File: src/rtl/shift_seq_pkg.sv
// shift_seq_pkg: shared encodings for the shift sequence controller.
//   op_e    - command operations presented on cmd_op
//   mode_e  - universal shift register core modes
//   state_e - controller FSM states
//   op_to_mode() - core mode that implements one step of a command op
package shift_seq_pkg;

  typedef enum logic [1:0] {
    OP_LOAD = 2'b00,  // serial load via shift right
    OP_ROR  = 2'b01,  // rotate right N times
    OP_SHL  = 2'b10,  // shift left N times, zero fill
    OP_DUMP = 2'b11   // serial dump MSB first via shift left
  } op_e;

  typedef enum logic [1:0] {
    MODE_HOLD = 2'b00,
    MODE_SHR  = 2'b01,  // sIn enters Q[WIDTH-1]
    MODE_SHL  = 2'b10,  // zero enters Q[0]
    MODE_ROR  = 2'b11
  } mode_e;

  typedef enum logic [1:0] {
    ST_IDLE = 2'b00,
    ST_RUN  = 2'b01,
    ST_DONE = 2'b10
  } state_e;

  function automatic mode_e op_to_mode(input op_e op);
    mode_e m;
    case (op)
      OP_LOAD: m = MODE_SHR;
      OP_ROR:  m = MODE_ROR;
      OP_SHL:  m = MODE_SHL;
      OP_DUMP: m = MODE_SHL;
      default: m = MODE_HOLD;
    endcase
    return m;
  endfunction

endpackage

File: src/rtl/shift_seq_ctrl_core.sv
// shift_reg_core: WIDTH-bit universal shift register.
// Ports:
//   clk  - clock, rising edge
//   Re   - asynchronous active-low reset, clears Q
//   mode - 00 hold, 01 shift right (sIn -> MSB), 10 shift left (0 -> LSB),
//          11 rotate right
//   sIn  - serial input for shift right
//   Q    - register contents
module shift_reg_core
  import shift_seq_pkg::*;
#(
  parameter int unsigned WIDTH = 8
) (
  input  logic             clk,
  input  logic             Re,
  input  logic [1:0]       mode,
  input  logic             sIn,
  output logic [WIDTH-1:0] Q
);

  logic [WIDTH-1:0] q_q;
  logic [WIDTH-1:0] q_d;

  always_comb begin
    q_d = q_q;
    case (mode_e'(mode))
      MODE_HOLD: q_d = q_q;
      MODE_SHR:  q_d = {sIn, q_q[WIDTH-1:1]};
      MODE_SHL:  q_d = {q_q[WIDTH-2:0], 1'b0};
      MODE_ROR:  q_d = {q_q[0], q_q[WIDTH-1:1]};
      default:   q_d = q_q;
    endcase
  end

  always_ff @(posedge clk or negedge Re) begin
    if (!Re) q_q <= '0;
    else     q_q <= q_d;
  end

  assign Q = q_q;

endmodule

File: src/rtl/shift_seq_ctrl.sv
// shift_seq_ctrl: command-driven sequencer around a universal shift register.
// Accepts one command in IDLE, performs N single-bit steps in RUN (one per
// cycle), pulses done for one cycle in DONE, then returns to IDLE.
// Ports:
//   clk, Re              - clock (rising edge), async active-low reset
//   cmd_valid/cmd_ready  - command handshake, accepted only in IDLE
//   cmd_op               - 00 serial load, 01 rotate right, 10 shift left,
//                          11 serial dump
//   cmd_cnt              - step count for ops 01/10, 0 means WIDTH
//   sIn / sOut           - serial in (op 00) / serial out (op 11, MSB first)
//   Q                    - register contents
//   busy / done          - RUN indicator / one-cycle completion pulse
//   abort                - only with SHIFT_SEQ_ABORT_EN defined: ends RUN at
//                          the next edge without shifting
module shift_seq_ctrl
  import shift_seq_pkg::*;
#(
  parameter int unsigned WIDTH = 8
) (
  input  logic                     clk,
  input  logic                     Re,
  input  logic                     cmd_valid,
  output logic                     cmd_ready,
  input  logic [1:0]               cmd_op,
  input  logic [$clog2(WIDTH)-1:0] cmd_cnt,
  input  logic                     sIn,
  output logic                     sOut,
  output logic [WIDTH-1:0]         Q,
`ifdef SHIFT_SEQ_ABORT_EN
  input  logic                     abort,
`endif
  output logic                     busy,
  output logic                     done
);

  localparam int unsigned CNT_W = $clog2(WIDTH);
  // One extra bit so the counter can hold WIDTH itself.
  localparam int unsigned CW    = CNT_W + 1;

  state_e        state_q, state_d;
  op_e           op_q, op_d;
  logic [CW-1:0] cnt_q, cnt_d;
  mode_e         mode;

  always_comb begin
    state_d   = state_q;
    op_d      = op_q;
    cnt_d     = cnt_q;
    mode      = MODE_HOLD;
    cmd_ready = 1'b0;
    busy      = 1'b0;
    done      = 1'b0;
    sOut      = 1'b0;
    case (state_q)
      ST_IDLE: begin
        cmd_ready = 1'b1;
        if (cmd_valid) begin
          op_d    = op_e'(cmd_op);
          state_d = ST_RUN;
          if (op_e'(cmd_op) == OP_LOAD || op_e'(cmd_op) == OP_DUMP ||
              cmd_cnt == '0)
            cnt_d = CW'(WIDTH);
          else
            cnt_d = {1'b0, cmd_cnt};
        end
      end
      ST_RUN: begin
        busy = 1'b1;
        if (op_q == OP_DUMP) sOut = Q[WIDTH-1];
`ifdef SHIFT_SEQ_ABORT_EN
        if (abort) begin
          state_d = ST_DONE;
        end else
`endif
        begin
          mode  = op_to_mode(op_q);
          cnt_d = cnt_q - CW'(1);
          if (cnt_q == CW'(1)) state_d = ST_DONE;
        end
      end
      ST_DONE: begin
        done    = 1'b1;
        state_d = ST_IDLE;
      end
      default: state_d = ST_IDLE;
    endcase
  end

  always_ff @(posedge clk or negedge Re) begin
    if (!Re) begin
      state_q <= ST_IDLE;
      op_q    <= OP_LOAD;
      cnt_q   <= '0;
    end else begin
      state_q <= state_d;
      op_q    <= op_d;
      cnt_q   <= cnt_d;
    end
  end

  shift_reg_core #(.WIDTH(WIDTH)) u_core (
    .clk  (clk),
    .Re   (Re),
    .mode (mode),
    .sIn  (sIn),
    .Q    (Q)
  );

endmodule
File: config.mk
export PLATFORM = sky130hd
export DESIGN_NAME = shift_seq_ctrl
export DESIGN_NICKNAME = d
export VERILOG_FILES = /design/src/rtl/shift_seq_pkg.sv /design/src/rtl/shift_seq_ctrl_core.sv /design/src/rtl/shift_seq_ctrl.sv
export SDC_FILE = /design/constraint.sdc
export NUM_CORES = 1
export LEC_CHECK = 0
export CORE_MARGIN = 1.5
export CORE_UTILIZATION = 40
export CTS_CLUSTER_SIZE = 40
export DETAILED_ROUTE_END_ITERATION = 7
export GPL_TIMING_DRIVEN = 1
export HOLD_SLACK_MARGIN = 0.02
export PLACE_DENSITY = 0.7
export SYNTH_ARGS = -nofsm -noshare
export SYNTH_HDL_FRONTEND = slang
export SYNTH_SLANG_ARGS = --single-unit
File: constraint.sdc
create_clock -name clk -period 1.65 [get_ports clk]
set_clock_uncertainty 0.15 [all_clocks]
set_input_delay 0.33 -clock clk [delete_from_list [all_inputs] [get_ports clk]]
set_output_delay 0.33 -clock clk [all_outputs]
set_load 0.05 [all_outputs]
Word level (Yosys, flattened, before mapping)
Index checks and enable logic that the tools add are counted.
{"block": "word_totals", "reg_bits": 16, "in_bits": 9, "out_inout_bits": 12, "wordCells": 43}
{"block": "classes", "n_addsub": 1, "n_eq_ne": 12, "mux": 14, "reduce_logical": 12}
{"operator": "$pmux W8 S3", "n": 1}
{"operator": "$eq A2 B2 Y1 const B", "n": 6}
{"operator": "$logic_not A2 Y1", "n": 4}
{"operator": "$mux W4", "n": 2}
{"operator": "$pmux W4 S2", "n": 1}
{"operator": "$eq A2 B1 Y1 const B", "n": 3}
{"operator": "$mux W2", "n": 3}
{"operator": "$pmux W2 S3", "n": 1}
{"operator": "$reduce_and A2 Y1", "n": 3}
{"operator": "$mux W1", "n": 5}
{"operator": "$eq A4 B1 Y1 const B", "n": 1}
{"operator": "$ne A2 B2 Y1 const B", "n": 2}
{"operator": "$pmux W2 S2", "n": 1}
{"operator": "$sub A4 B1 Y4 const B", "n": 1}
{"operator": "$logic_not A3 Y1", "n": 1}
{"operator": "$logic_or A1 B1 Y1", "n": 2}
{"operator": "$reduce_bool A2 Y1", "n": 1}
{"operator": "$reduce_or A2 Y1", "n": 1}

Logic depth before layout (Yosys ltp)
{"block": "depth", "ltp_word": 6, "mapped_depth": 5, "depth_no_buf": 4}

Modules after synthesis
Synthesis repeated with hierarchy kept, for this count alone.
{"block": "unflattened", "cells_unflattened": 80, "hier_area_um2": 833.3}
{"mod": "shift_seq_ctrl", "n_inst": 1, "cells_per_inst": 49, "area_per_inst_um2": 473.0, "seq_area_each_um2": 200.2}
{"mod": "shift_reg_core", "n_inst": 1, "cells_per_inst": 31, "area_per_inst_um2": 360.3, "seq_area_each_um2": 200.2}

Worst setup path after synthesis
OpenSTA, ideal clock, no wires.
{"block": "synth_path", "path_type": "reg2out", "start": "register state_q[1]", "end": "output sOut", "arrival_ns": 1.508, "required_ns": 1.170, "path_slack_ns": -0.338, "stages_incl_launch_ff": 5, "path_buffers": 2, "path_cell_list": "dfrtp_1 nand2b_1 buf_6 buf_2 nor2_1"}
{"block": "synth_via", "elab_chain_cells": 2}
{"item": "start: declaration", "line": "shift_seq_ctrl.sv:40", "source": "state_e state_q, state_d;"}
{"item": "start signal: assignment", "line": "shift_seq_ctrl.sv:95", "source": "state_q <= state_d;"}
{"item": "$eq A2 B1 Y1", "line": "shift_seq_ctrl.sv:54", "source": "case (state_q)"}
{"item": "$mux W1", "line": "shift_seq_ctrl.sv:54"}
{"item": "end: declaration", "line": "shift_seq_ctrl.sv:27", "source": "output logic sOut,"}
Every way passes these cells.

Worst setup path in the final report
Ends and elaborated chain as after synthesis.

==> metrics.yaml <==
grt:
  grt_use_met3_pct: 5.66
  grt_start_max_net_pins: 18
  busiest_layer: "met2"
  grt_pass1_vias: 611
  grt_pass1_wl_um: 2680
  grt_use_total_pct: 16.7
  grt.overflow.total: 0
  met1_usage_pct: 24.0
  grt_util_met2_pct: 25.6
  antenna_found_initial: 0
worst_setup_path:
  cp-end-kind: "primary output"
  path_max_fanout: 5
  cp-start-kind: "flop"
  cp_data_required_time_ns: 1.17
  reg2reg_depth: 5
  r2r-start: "state_q[0]"
  worst-setup-path-type: "reg2out"
  rr_endpoint: "cnt_q[3]"
  cp_data_arrival_time_ns: 1.16
  r2r_slack_ns: 0.12
cts:
  tritoncts: "yes"
  cts.sinks: 16
  cts_hold_buf: 0
  clk_pin_slew_worst_paths_ns: 0.09
  cts_made_buffers: 3
  clk_latency_ns: 0.28
  htree_levels: 1
  cts-root-buf: "clkbuf_4"
  clockBufferDepth: 2
floorplan:
  rows: 16
  boundaryPins: 21
  die_width_um: 48.0
  initial_core_util_pct: 41.8
  die_area_um2: 2310
  dieHeight_um: 48.0
  core_area_um2: 1940
job:
  cap_violations: 0
route:
  drtPass1Iterations: 4
  routed_wl_um: 1710
  via_per_inst: 4.92
  postRouteAntennaNets: 0
  drtIter0Drc: 11
  wl_per_cell_um: 12.4
  route.detailed.drc: 0
  vias: 674
timing:
  finalMaxSlewViolations: 0
  layout_setup_ws_ns: 0.0102
  fin_crit_sh_pct: 99.4
  period_needed_ns: 1.64
  fmax_mhz: 610
  setup_violations: 0
  maxSlewHeadroom_pct: 79.9
  final_hold_viol_count: 0
  rsz0062_at_grt: "yes"
  whs_ns: 0.201
  worst_pin_slew_ns: 0.300
layout:
  area_growth_pct: 56.3
  antenna_cells: 0
  fin_nets: 122
  final_util_pct: 65.3
  stdcell_area_um2: 1270
  drive_gt1_share_pct: 30.0
power:
  leakagePower_nw: 0.552
  powerDensity_nw_per_um2: 2020
  total_power_mw: 2.56
  ir_worst_vdd_v: 0.00127
placement:
  placed_cell_area_um2: 1180
  pre_cts_ws_ns: -0.162
  dpl.hpwl_um: 1250
  gp_congestion: 0.737
  place.port_buffers: 20
yosys:
  synthTopCellsByArea: "dfrtp_1 (49%), mux2i_1 (8.6%), nand2_1 (6.9%)"
  synth_commonest_cells: "dfrtp_1 (16), nand2_1 (15), o21ai_0 (8), mux2i_1 (7)"
  synth_edf_count: 0
  synthFlopType: "dfrtp_1"
  syn_area_per_cell_um2: 10.1
  synth_cell_types: 30
  syn-num-nets: 91
  yosysTopAreaCell: "dfrtp_1"
  syn_inst: 80
  yosysTopAreaCellShare_pct: 49.4
  synth.most_common_cell: "dfrtp_1"
  postSynth.asyncResetShare_pct: 100
  syn_area_um2: 811
  yosys_warnings: 0
  synth-seq-cells: 16
  ys_seq_area_share_pct: 49.4
status:
  outcome: "finished, final reports clean"
min_path:
  hold_path.class: "in2async"
## worst max-delay path by stage
stage	startpoint	endpoint	slack, ns
finish	state_q[1]	sOut	0.01
CTS	state_q[1]	busy	-0.01
floorplan	state_q[1]	sOut	0.03
detailed placement	cmd_valid	cnt_q[3]	-0.16
global route	state_q[0]	done	-0.05
global placement	cmd_valid	cnt_q[3]	-0.13
## sequential cells by signal, summed over array words and instances, names as in the netlist
| register | flops |
|---|---|
| op_q | 2 |
| state_q | 2 |
| cnt_q | 4 |
| u_core.Q | 8 |
## per-stage QoR
| step | TNS (ns) | std cells |
|---|---|---|
| after CTS | -0.0246 | 132 |
| after global routing | -0.160 | 137 |
| after global placement | -0.458 | 128 |
| final | 0 | 137 |
| after detailed placement | -0.574 | 128 |
| after floorplan | 0 | 80 |
## logic make-up (layout without fill, tap and decap cells)
logic type      after synthesis  after routing  synth area share, %
simple gates                 32             32                 20.1
flops                        16             16                 49.4
compound gates               15             15                 11.7
mux                           8              8                 10.0
buf+inv                       6             36                 4.63
fa+ha+maj                     2              2                 3.09
xor+xnor                      1              1                 1.08
## worst max-delay path, cell delays in order (launching register included)
cell and delay (ns):
dfrtp_2 0.44, nand2b_4 0.19, nor2_4 0.11, buf_12 0.14
## repair_timing
item                       in CTS  in global routing
pin swaps                       1                  0
setup buffers                   0                  5
resized for setup               2                  3
setup endpoints to repair       2                  4
## layout by cell type (no fill, tap or decap), types with 2 or more instances in the layout
| master | n |
|---|---|
| buf_4 | 9 |
| mux2i_1 | 7 |
| o21ai_0 | 8 |
| nand2_1 | 15 |
| dfrtp_1 | 14 |
| buf_12 | 12 |
| dfrtp_2 | 2 |
| clkdlybuf4s50_1 | 8 |
| nand4_1 | 2 |
| nor2_1 | 2 |
| inv_1 | 2 |
| nand3_1 | 3 |
| ha_1 | 2 |
| clkbuf_4 | 3 |
## power breakdown
group	total, mW	internal (mW)	leakage [nW]	switching, mW
Sequential	0.770	0.561	0.198	0.209
Clock	0.250	0.134	0.0210	0.116
Combinational	1.54	0.745	0.332	0.791
## layer usage
metal | up-vias | wire length [um]
met5 | - | 0
met4 | 0 | 0
met3 | 0 | 50
met2 | 6 | 882
met1 | 324 | 772
li1 | 344 | -
## final cells by class
| class | instances | area, um2 |
|---|---|---|
| Multi-Input combinational cell | 58 | 388 |
| Clock buffer | 4 | 36.3 |
| Tap cell | 27 | 33.8 |
| Inverter | 3 | 18.8 |
| Timing Repair Buffer | 29 | 388 |
| Sequential cell | 16 | 403 |
| Fill cell | 173 | 674 |
(Power assumes the default switching activity.)
